===== config.mk =====
export PLATFORM = sky130hd
export DESIGN_NAME = p5_writeback
export DESIGN_NICKNAME = d
export VERILOG_FILES = /design/src/rtl/simple_pkg.sv /design/src/rtl/p5_writeback_if.sv /design/src/rtl/regfile_8x16.sv /design/src/rtl/p5_writeback.sv
export SDC_FILE = /design/constraint.sdc
export NUM_CORES = 1
export LEC_CHECK = 0
export BUFFER_PORTS_ARGS = -buffer_cell sky130_fd_sc_hd__buf_2
export CAP_MARGIN = 5
export CELL_PAD_IN_SITES_DETAIL_PLACEMENT = 1
export CELL_PAD_IN_SITES_GLOBAL_PLACEMENT = 1
export CORE_ASPECT_RATIO = 1.4
export CORE_UTILIZATION = 45
export CTS_CLUSTER_DIAMETER = 30
export DETAILED_ROUTE_END_ITERATION = 8
export GPL_TIMING_DRIVEN = 0
export PLACE_DENSITY = 0.78
export RECOVER_POWER = 25
export SYNTH_ARGS = -nofsm -noshare
export SYNTH_HDL_FRONTEND = slang
export SYNTH_HIERARCHICAL = 1
export SYNTH_SLANG_ARGS = --single-unit

===== constraint.sdc =====
create_clock -name clock -period 2.5 [get_ports clock]
set_input_delay 0.625 -clock clock [delete_from_list [all_inputs] [get_ports clock]]
set_output_delay 0.625 -clock clock [all_outputs]
set_load 0.05 [all_outputs]

===== src/rtl/simple_pkg.sv =====
// Shared pipeline constants: datapath widths and major opcodes.
// Imported by the writeback stage and its register file.
package simple_pkg;

    localparam int DATA_W     = 16;
    localparam int NREG       = 8;
    localparam int REG_ADDR_W = 3;

    typedef logic [6:0] opcode_t;

    localparam opcode_t OP_LOAD   = 7'b0000011;
    localparam opcode_t OP_STORE  = 7'b0100011;
    localparam opcode_t OP_OPIMM  = 7'b0010011;
    localparam opcode_t OP_OP     = 7'b0110011;
    localparam opcode_t OP_BRANCH = 7'b1100011;

    function automatic logic is_load(opcode_t op);
        return op == OP_LOAD;
    endfunction

endpackage


===== src/rtl/p5_writeback_if.sv =====
// Register file port bundle: one write port, two read ports.
// The pipeline drives it as master, the storage array is the slave.
interface p5_writeback_if #(
    parameter int DW = 16,
    parameter int AW = 3
);
    logic          we;
    logic [AW-1:0] waddr;
    logic [DW-1:0] wdata;
    logic [AW-1:0] raddr1;
    logic [AW-1:0] raddr2;
    logic [DW-1:0] rdata1;
    logic [DW-1:0] rdata2;

    modport master (
        output we, waddr, wdata, raddr1, raddr2,
        input  rdata1, rdata2
    );

    modport slave (
        input  we, waddr, wdata, raddr1, raddr2,
        output rdata1, rdata2
    );
endinterface


===== src/rtl/regfile_8x16.sv =====
// Architectural register storage, asynchronously cleared.
// Reads are combinational; all entries writable.
module regfile_8x16
    import simple_pkg::*;
#(
    parameter int DATA_W = simple_pkg::DATA_W,
    parameter int NREG   = simple_pkg::NREG
) (
    input  logic          clock,
    input  logic          reset_n,
    p5_writeback_if.slave rf
);

    logic [DATA_W-1:0] mem_q [NREG];

    always_ff @(posedge clock or negedge reset_n) begin
        if (!reset_n) begin
            for (int i = 0; i < NREG; i++) begin
                mem_q[i] <= '0;
            end
        end else if (rf.we) begin
            mem_q[rf.waddr] <= rf.wdata;
        end
    end

    assign rf.rdata1 = mem_q[rf.raddr1];
    assign rf.rdata2 = mem_q[rf.raddr2];

endmodule


===== src/rtl/p5_writeback.sv =====
// Writeback stage: result mux, register write, operand bypass,
// and the load scoreboard that drives the load-use interlock.
module p5_writeback
    import simple_pkg::*;
#(
    parameter int DATA_W = simple_pkg::DATA_W,
    parameter int NREG   = simple_pkg::NREG
) (
    input  logic                  clock,
    input  logic                  reset_n,
    input  logic                  wb_valid,
    input  logic                  wb_reg_write,
    input  logic                  wb_mem_to_reg,
    input  logic [REG_ADDR_W-1:0] wb_reg_addr,
    input  logic [DATA_W-1:0]     wb_mem_data,
    input  logic [DATA_W-1:0]     wb_alu_data,
    input  logic                  ld_issue,
    input  logic [REG_ADDR_W-1:0] ld_addr,
    input  logic [REG_ADDR_W-1:0] rs1_addr,
    input  logic [REG_ADDR_W-1:0] rs2_addr,
    input  logic                  rs1_used,
    input  logic                  rs2_used,
    output logic [DATA_W-1:0]     rs1_data,
    output logic [DATA_W-1:0]     rs2_data,
    output logic                  stall,
    output logic [NREG-1:0]       pending
);

    p5_writeback_if #(.DW(DATA_W), .AW(REG_ADDR_W)) rf_bus ();

    logic              wb_we;
    logic [DATA_W-1:0] wb_data;
    logic              hit1;
    logic              hit2;
    logic              byp1;
    logic              byp2;
    logic [NREG-1:0]   pending_q;
    logic [NREG-1:0]   pending_d;

    assign wb_we   = wb_valid & wb_reg_write;
    assign wb_data = wb_mem_to_reg ? wb_mem_data : wb_alu_data;

    assign rf_bus.we     = wb_we;
    assign rf_bus.waddr  = wb_reg_addr;
    assign rf_bus.wdata  = wb_data;
    assign rf_bus.raddr1 = rs1_addr;
    assign rf_bus.raddr2 = rs2_addr;

    regfile_8x16 #(.DATA_W(DATA_W), .NREG(NREG)) u_rf (
        .clock   (clock),
        .reset_n (reset_n),
        .rf      (rf_bus.slave)
    );

    assign hit1 = wb_we & (wb_reg_addr == rs1_addr);
    assign hit2 = wb_we & (wb_reg_addr == rs2_addr);

    // Only a load writeback resolves a pending hazard in the same cycle.
    assign byp1 = hit1 & wb_mem_to_reg;
    assign byp2 = hit2 & wb_mem_to_reg;

    // Outputs forced quiet while reset is held, even if writeback is active.
    assign rs1_data = !reset_n ? '0 : (hit1 ? wb_data : rf_bus.rdata1);
    assign rs2_data = !reset_n ? '0 : (hit2 ? wb_data : rf_bus.rdata2);

    assign stall = reset_n &
        ((rs1_used & pending_q[rs1_addr] & ~byp1) |
         (rs2_used & pending_q[rs2_addr] & ~byp2));

    // Set after clear so a newer load to the same register wins.
    always_comb begin
        pending_d = pending_q;
        if (wb_we && wb_mem_to_reg) begin
            pending_d[wb_reg_addr] = 1'b0;
        end
        if (ld_issue) begin
            pending_d[ld_addr] = 1'b1;
        end
    end

    always_ff @(posedge clock or negedge reset_n) begin
        if (!reset_n) begin
            pending_q <= '0;
        end else begin
            pending_q <= pending_d;
        end
    end

    assign pending = pending_q;

endmodule


==> results of run 1 <==
power by group:
group	switching [mW]	internal, mW	leakage, nW	total (mW)
clock network	1.04	1.40	0.269	2.44
logic	1.38	1.66	2.68	3.04
registers	0.481	2.75	1.65	3.23
total	2.90	5.81	4.60	8.71
what timing repair did:
item / in CTS / in global routing
gates resized for setup: 121 / 17
endpoints found under the hold margin: 0 / 0
pin swaps: 6 / 2
setup buffers: 13 / 1
cloned: 8 / 2
setup endpoints to repair: 33 / 33
logic make-up after synthesis:
logic type	after synthesis	synth area share [%]
DFF	136	40.6
buffers and inverters	65	4.88
muxes	246	44.1
AOI/OAI and AO/OA	52	5.22
and+or+nand+nor	61	4.58
xor gates and xnor gates	6	0.627
final timing paths:
path                                start  cells past startpoint  slack [ns]              end
max                           rs1_addr[0]                      7       -0.40      rs1_data[4]
min                               reset_n                      1        0.02  u_rf/mem_q[101]
max in group asynchronous         reset_n                      1        0.48   u_rf/mem_q[53]
min reg2reg                u_rf/mem_q[38]                      1        0.53   u_rf/mem_q[38]
min in group clock             ld_addr[2]                      2        0.45       pending[1]
max reg2reg                u_rf/mem_q[16]                      1        1.63   u_rf/mem_q[16]
cell usage in the layout, fill, tap and decap left out, types with 8 or more instances in the layout:
master and count:
inv_1 17, mux2i_1 20, mux2_4 32, buf_2 61
dfrtp_1 136, mux2_2 128, buf_6 39, buf_12 8
o211a_4 32, o21ai_0 9, nand2_1 37, buf_4 24
clkbuf_16 19, mux4_2 63
routing by layer:
metal	global-route usage, %	vias to the layer above	share of wire [%]
met5	0	-	0
met1	38.0	3247	38
met3	5.24	86	5.0
met2	55.5	269	52
met4	14.7	0	4.4
li1	-	2441	-
critical path, cell delays in order:
cell and delay, ns:
buf_8 0.08, buf_12 0.16, buf_16 0.15, mux4_2 0.55, mux2_4 0.31, o211a_4 0.24
buf_8 0.15
flip-flops by register name, summed over array words and instances, names as in the netlist:
register / cells
pending: 8
u_rf/mem_q: 128
through the flow:
step           setup WS (ns)  cells  TNS [ns]
2_1_floorplan        -0.0378    566     -1.16
3_3_place_gp           -2.77    895   -217.74
3_5_place_dp           -1.33    896    -42.20
4_1_cts               -0.436    949    -11.91
5_1_grt               -0.400    948    -11.77
6_report              -0.404    948    -11.12
area by class of cell:
type                            instances  area, um^2
Fill cell                            1716        7460
Tap cell                              240         300
Multi-Input combinational cell        365        4750
Inverter                               18        67.6
Buffer                                 46         474
Clock buffer                           18         439
Sequential cell                       136        3400
Clock inverter                         14         124
Timing Repair Buffer                  111        1040
==> metrics.csv, run 1 <==
stage;metric;value;unit
outcome;outcome;finished with violations;
outcome;failed_checks;max-capacitance violations, max-slew violations, negative setup slack;
cts;tritoncts;done;
finish;diodes;0;
logic_synthesis;synth_edf_count;0;
logic_synthesis;yosys_register_bits;136;
flow_run;drv_cap;1;
logic_synthesis;synth.avg_cell_area;14.8;um^2
critical_path;cp.arrival;2.28;ns
logic_synthesis;synth.net_count;618;
logic_synthesis;synthesis.instances;566;
floorplan;die_w;117;um
place;hpwl;17200;um
cts;clockBufferDepth;2;
sta;maxSlewViolCount;36;
power_and_ir_drop;p_per_area;821;nW/um^2
floorplan;die_y;164;um
grt;grt_pass1_vias;6695;
hold_path;hold_class;input port to async pin;
place;dpl-instance-area;9400;um^2
sta;finalCritPeriodShare;116;%
cts;cts.hold.buffers_added;0;
place;port_buffers;89;
floorplan;rows;58;
grt;grt_pass1_wl;43200;um
sta;rsz0062_at_grt;yes;
cts;root_buffer;clkbuf_16;
logic_synthesis;syn_area;8390;um^2
power_and_ir_drop;power;8.71;mW
logic_synthesis;yosys_warnings;6;
critical_path;end_kind;output pin;
cts;cts_max_level;4;
sta;finalHoldViolCount;0;
sta;fin_skew;0;ns
logic_synthesis;synth_top_flop_cell;dfrtp_1;
logic_synthesis;synth.most_common_cell;mux2_2;
cts;cts-buffers-inserted;17;
power_and_ir_drop;p_leak;4.60;nW
sta;max-slew-margin-rel;-40.7;%
logic_synthesis;synth_top_cells_by_area;dfrtp_1 41%, mux2_2 21%, mux4_1 18%, o211a_1 3.8%, mux4_2 2.7%;
critical_path;startpoint_type;input port;
finish;final_area;10600;um^2
power_and_ir_drop;ir_worst_vdd;0.000496;V
detailed_routing;viasPerCell;6.37;
cts;clk_pin_slew_worst_paths;0.06;ns
sta;fin_ws;-0.404;ns
logic_synthesis;synthTopCellsByCount;160 x mux2_2, 136 x dfrtp_1, 56 x mux4_1;
detailed_routing;wire_per_inst;31.1;um
detailed_routing;ant_nets;0;
grt;grt_usage;31.6;%
finish;drive_above_1_share;64.3;%
sta;report.final.setup_viol;33;
sta;worst_hold_slack;0.0187;ns
detailed_routing;vias;6043;
floorplan;core;18100;um^2
finish;final_util;58.7;%
detailed_routing;drc;0;
finish;area_delta_synth_final;26.5;%
floorplan;dieArea;19200;um^2
sta;layout_min_cycle_time;2.90;ns
logic_synthesis;ys_async_sr_fraction;100;%
grt;antenna_found_initial;0;
cts;clock_latency;0.43;ns
sta;tightest_slew;2.11;ns
floorplan;ios;93;
critical_path;crit_required;1.88;ns
logic_synthesis;yosysSeqAreaShare;40.6;%
critical_path;path_class;input port to output pin;
detailed_routing;wl;29500;um
grt;overflow;0;
logic_synthesis;synth_top_area_share;40.6;%
cts;clock_sinks;136;
detailed_routing;first_pass_iters;4;
logic_synthesis;yosysTopAreaCell;dfrtp_1;
critical_path;cp_max_fo;8;
finish;final_nets;747;
logic_synthesis;ys_types;36;
detailed_routing;drt-initial-drc-count;479;
floorplan;start_util;46.4;%
sta;max_freq;344;MHz
place;gp_congestion;0.832;
grt;grt_start_max_net_pins;36;
No activity file was read; power rests on OpenSTA's default activity.
==> inputs of run 2 (changes only) <==
- CORE_MARGIN: unset -> 2
==> run 2 against run 1 <==
Effect of this change:
- the flow finishes with violations (negative setup slack)
- clock power is essentially flat
- maximum frequency is 0.42% higher
- combinational power is 2% lower
- die area increased by 2.9%
- utilization down 1.5 points
- clock skew stayed put
- first-iteration DRC count is 16% lower
- sequential power is essentially flat
- critical path type unchanged
- critical endpoint is now rs2_data[5]
- highest routed layer unchanged
==> metrics.csv, run 2 (synthesized netlist as in run 1, its figures left out) <==
stage;metric;value;unit
place;gp_congestion;0.831;
cts;clockBufferDepth;2;
sta;finalHoldViolCount;0;
sta;fin_skew;0;ns
cts;tritoncts;done;
detailed_routing;wl;27500;um
finish;final_area;10600;um^2
sta;layout_min_cycle_time;2.89;ns
power_and_ir_drop;p_comb_share;34.6;%
power_and_ir_drop;pwr-share-clk;28.3;%
power_and_ir_drop;p_leak;4.56;nW
cts;root_buffer;clkbuf_16;
cts;clock_latency;0.43;ns
detailed_routing;ant_nets;0;
finish;layout_commonest_cell;dfrtp_1;
sta;max_freq;346;MHz
cts;cts-buffers-inserted;17;
floorplan;ios;93;
power_and_ir_drop;p_int;5.80;mW
floorplan;die_w;119;um
outcome;failed_checks;negative setup slack;
floorplan;core;18500;um^2
sta;finalCritPeriodShare;116;%
sta;fin_ws;-0.392;ns
grt;overflow;0;
finish;final_nets;748;
critical_path;end_kind;output pin;
critical_path;cp_max_fo;7;
critical_path;crit_chain;buf_8, buf_12, buf_12, buf_12, mux4_2, mux2_4, o211a_4, buf_6;
power_and_ir_drop;p_per_area;818;nW/um^2
sta;worst_hold_slack;0.0337;ns
sta;maxSlewViolCount;0;
finish;largest_register;u_rf/mem_q;
grt;antenna_found_initial;0;
finish;largest_reg_flops;128;
grt;grt_pass1_vias;6498;
floorplan;rows;59;
floorplan;start_util;45.4;%
finish;area_delta_synth_final;25.8;%
flow_run;drv_cap;0;
detailed_routing;viasPerCell;6.18;
power_and_ir_drop;pwr-share-seq;37.2;%
critical_path;path_class;input port to output pin;
sta;tightest_slew;1.33;ns
hold_path;hold_class;input port to async pin;
outcome;outcome;finished with violations;
grt;grt_start_max_net_pins;93;
finish;layout_common_cells;136 x dfrtp_1, 128 x mux2_2, 65 x mux4_2, 59 x buf_2, 37 x nand2_1;
critical_path;cp.arrival;2.27;ns
power_and_ir_drop;swShare;32.8;%
power_and_ir_drop;p_switching;2.83;mW
grt;grt_pass1_wl;40600;um
floorplan;dieArea;19800;um^2
floorplan;die_y;166;um
finish;drive_above_1_share;65.2;%
sta;rsz0062_at_grt;yes;
detailed_routing;vias;5888;
critical_path;worst-path-buf-inv;5;
finish;diodes;0;
cts;cts_max_level;4;
cts;clk_pin_slew_worst_paths;0.06;ns
critical_path;slowest_delay;0.52;ns
detailed_routing;first_pass_iters;6;
cts;clock_sinks;136;
cts;cts.hold.buffers_added;0;
power_and_ir_drop;power;8.63;mW
grt;grt_usage;28.8;%
sta;max-slew-margin-rel;11.5;%
critical_path;crit_required;1.88;ns
critical_path;startpoint_type;input port;
detailed_routing;drc;0;
place;port_buffers;89;
sta;report.final.setup_viol;33;
critical_path;slowest_stage;mux4_2;
detailed_routing;wire_per_inst;28.8;um
place;dp_slack;-0.856;ns
critical_path;path_common_cell;buf_12;
critical_path;path_delay_family;multiplexers;
detailed_routing;drt-initial-drc-count;400;
power_and_ir_drop;ir_worst_vdd;0.000481;V
place;dpl-instance-area;9400;um^2
place;hpwl;16900;um
-- run 2: changes by cell type in the layout (fill, tap and decap cells not counted), moves of 4 or more --
cell / change
buf_6: -5
buf_4: +7
buf_8: +4
buf_16: -5
buf_12: +5
-- run 2: cell type report --
type	instances	area [um^2]
Fill cell	1743	7900
Clock buffer	19	443
Multi-Input combinational cell	365	4770
Tap cell	244	305
Inverter	18	67.6
Sequential cell	136	3400
Buffer	45	433
Clock inverter	13	123
Timing Repair Buffer	113	1010
-- run 2: what timing repair did --
item / CTS / global route
setup endpoints to repair: 33 / 33
buffers inserted: 18 / 5
pin swaps: 8 / 5
cloned: 5 / 1
gates resized for setup: 130 / 14
-- run 2: metrics by stage --
stage,setup TNS [ns],util (%),instances
6_report,-10.52,57.2,953
3_3_place_gp,-217.49,50.8,899
3_5_place_dp,-28.47,50.9,900
4_1_cts,-11.38,57.6,955
2_1_floorplan,-1.16,-,566
5_1_grt,-11.42,57.2,953
-- run 2: layer usage --
layer / share of wire [%] / up-vias / wire length [um] / GRT usage [%]
met5: 0 / - / 0 / 0
met3: 5.1 / 66 / 1400 / 6.56
met4: 3.3 / 0 / 894 / 10.6
met1: 38 / 3146 / 10400 / 33.9
li1: - / 2443 / - / -
met2: 54 / 233 / 14800 / 51.5
-- run 2: path summary, 6_finish.rpt --
check | start | slack [ns] | cells after the start | end
max | rs2_addr[0] | -0.39 | 8 | rs2_data[5]
min | reset_n | 0.03 | 1 | u_rf/mem_q[84]
max reg2reg | pending[0] | 1.62 | 3 | pending[0]
min reg2reg | u_rf/mem_q[107] | 0.52 | 1 | u_rf/mem_q[107]
max in group asynchronous | reset_n | 0.82 | 2 | u_rf/mem_q[58]
min in group clock | ld_addr[2] | 0.45 | 2 | pending[1]
-- run 2: power by group through the flow --
stage	clock [mW]	combinational (mW)	sequential (mW)
after floorplan	0	2.09	3.12
after global placement	0	2.58	3.09
after detailed placement	0	2.69	3.20
after CTS	2.43	2.97	3.17
after global routing	2.55	3.13	3.27
final	2.44	2.98	3.21
==> inputs of run 3 (changes only) <==
- SETUP_SLACK_MARGIN: unset -> 0.15
==> run 3 against run 2 <==
Effect of this change:
- non-clock buffer count rose by 4
- via count rose by 4.2%
- clock skew did not move
- critical path depth did not move
- wire length rose by 8.3%
- maximum frequency fell by 1.5%
- design area rose by 1.5%
- largest power group unchanged
- clock power rose by 12%
- total power rose by 4.6%
- global-route usage rose by 2.3 points
- the run still ends with negative setup slack left
- first-iteration DRC count rose by 14%
==> metrics.csv, run 3 (synthesized netlist as in run 1, its figures left out) <==
stage;metric;value;unit
sta;worst_hold_slack;0.0436;ns
cts;cts-buffers-inserted;17;
power_and_ir_drop;p_switching;2.87;mW
finish;layout_common_cells;136 x dfrtp_1, 129 x mux2_2, 63 x mux4_2, 62 x buf_2, 41 x buf_6;
sta;tns;-11.77;ns
floorplan;die_y;166;um
sta;tightest_slew;1.43;ns
critical_path;critPathLaunch;rs1_addr[0];
power_and_ir_drop;p_leak;4.65;nW
critical_path;crit_chain;buf_12, buf_12, buf_12, buf_16, mux4_2, mux2_4, o211a_4, buf_8;
grt;overflow;0;
critical_path;startpoint_type;input port;
place;port_buffers;89;
critical_path;path_common_cell;buf_12;
grt;grt_usage;31.1;%
cts;clock_latency;0.42;ns
power_and_ir_drop;p_comb_share;33.6;%
cts;clock_sinks;136;
floorplan;core;18500;um^2
finish;largest_reg_flops;128;
grt;use_met3;6.73;%
detailed_routing;wire_per_inst;31.1;um
floorplan;start_util;45.4;%
floorplan;ios;93;
detailed_routing;first_pass_iters;4;
power_and_ir_drop;p_per_area;843;nW/um^2
sta;finalHoldViolCount;0;
grt;antenna_found_initial;0;
cts;cts_max_level;4;
critical_path;crit_required;1.88;ns
finish;largest_register;u_rf/mem_q;
detailed_routing;ant_nets;0;
cts;tritoncts;done;
detailed_routing;viasPerCell;6.41;
sta;fin_skew;0;ns
power_and_ir_drop;pwr-share-seq;36.2;%
sta;finalCritPeriodShare;117;%
detailed_routing;drt-initial-drc-count;458;
sta;fin_ws;-0.436;ns
detailed_routing;vias;6137;
critical_path;end_kind;output pin;
critical_path;rr_startpoint;u_rf/mem_q[120];
power_and_ir_drop;p_int;6.15;mW
cts;root_buffer;clkbuf_16;
sta;max_freq;341;MHz
sta;report.final.setup_viol;33;
critical_path;slowest_stage;mux4_2;
sta;max-slew-margin-rel;4.40;%
critical_path;path_class;input port to output pin;
power_and_ir_drop;ir_worst_vdd;0.000528;V
critical_path;cp_max_fo;7;
sta;rsz0062_at_grt;yes;
detailed_routing;drc;0;
critical_path;slowest_delay;0.51;ns
place;placed_cells;900;
cts;clockBufferDepth;2;
outcome;failed_checks;negative setup slack;
sta;maxSlewViolCount;0;
critical_path;cp.arrival;2.31;ns
outcome;outcome;finished with violations;
grt;grt_pass1_wl;44200;um
floorplan;dieArea;19800;um^2
finish;area_delta_synth_final;27.7;%
power_and_ir_drop;pwr-share-clk;30.2;%
flow_run;drv_cap;0;
grt;grt_start_max_net_pins;54;
place;hpwl;17400;um
critical_path;path_delay_family;multiplexers;
finish;final_cells;957;
grt;gr-max-usage-layer;met2;
sta;layout_min_cycle_time;2.94;ns
floorplan;rows;59;
floorplan;die_w;119;um
finish;final_nets;752;
finish;drive_above_1_share;64.4;%
finish;layout_commonest_cell;dfrtp_1;
finish;diodes;0;
grt;grt_pass1_vias;6942;
power_and_ir_drop;swShare;31.8;%
detailed_routing;wl;29700;um
grt;grt_use_met1;34.2;%
critical_path;worst-path-buf-inv;5;
place;gp_congestion;0.812;
grt;grt_use_met2;55.7;%
hold_path;hold_class;input port to async pin;
cts;clk_pin_slew_worst_paths;0.06;ns
-- run 3: per-stage QoR --
step	total power [mW]	cell area [um^2]	worst slack [ns]	util, %
floorplan	5.22	8640	-0.0378	-
global placement	5.69	9390	-2.77	50.9
detailed placement	5.89	9420	-1.21	51.1
CTS	8.89	10700	-0.423	57.9
global route	9.31	10700	-0.447	58.0
finish	9.03	10700	-0.436	58.0
-- run 3: cell type report --
class | count | area, um^2
sequential | 136 | 3400
inverter | 18 | 67.6
tap | 244 | 305
buffer | 47 | 484
clock inverter | 11 | 168
timing repair buffer | 115 | 1050
clock buffer | 21 | 470
fill | 1750 | 7750
multi-input combinational | 365 | 4750
-- run 3: final timing paths --
path | to | slack (ns) | depth (start not counted)
setup / recovery | rs1_data[14] | -0.44 | 8
hold / removal | u_rf/mem_q[84] | 0.04 | 1
setup reg to reg | u_rf/mem_q[120] | 1.64 | 1
hold reg to reg | u_rf/mem_q[12] | 0.53 | 1
max in group asynchronous | u_rf/mem_q[85] | 0.83 | 2
min in group clock | pending[1] | 0.45 | 2
-- run 3: power by group through the flow --
stage          Sequential, mW  Clock [mW]  Combinational (mW)
2_1_floorplan            3.12           0                2.10
3_3_place_gp             3.10           0                2.59
3_5_place_dp             3.21           0                2.69
4_1_cts                  3.20        2.74                2.95
5_1_grt                  3.31        2.84                3.16
6_report                 3.26        2.73                3.03
-- run 3: what timing repair did --
| action | CTS | global route |
|---|---|---|
| hold buffers | 0 | 0 |
| endpoints found under the hold margin | 0 | 0 |
| resized for setup | 112 | 20 |
| setup endpoints to repair | 33 | 33 |
| buffers inserted | 16 | 2 |
| cloned | 7 | 0 |
| pin swaps | 5 | 3 |
-- run 3: layer usage --
layer / wire length (um) / vias to the layer above
met5: 0 / -
met4: 1490 / 0
met1: 10700 / 3281
li1: - / 2443
met3: 1710 / 102
met2: 15900 / 311
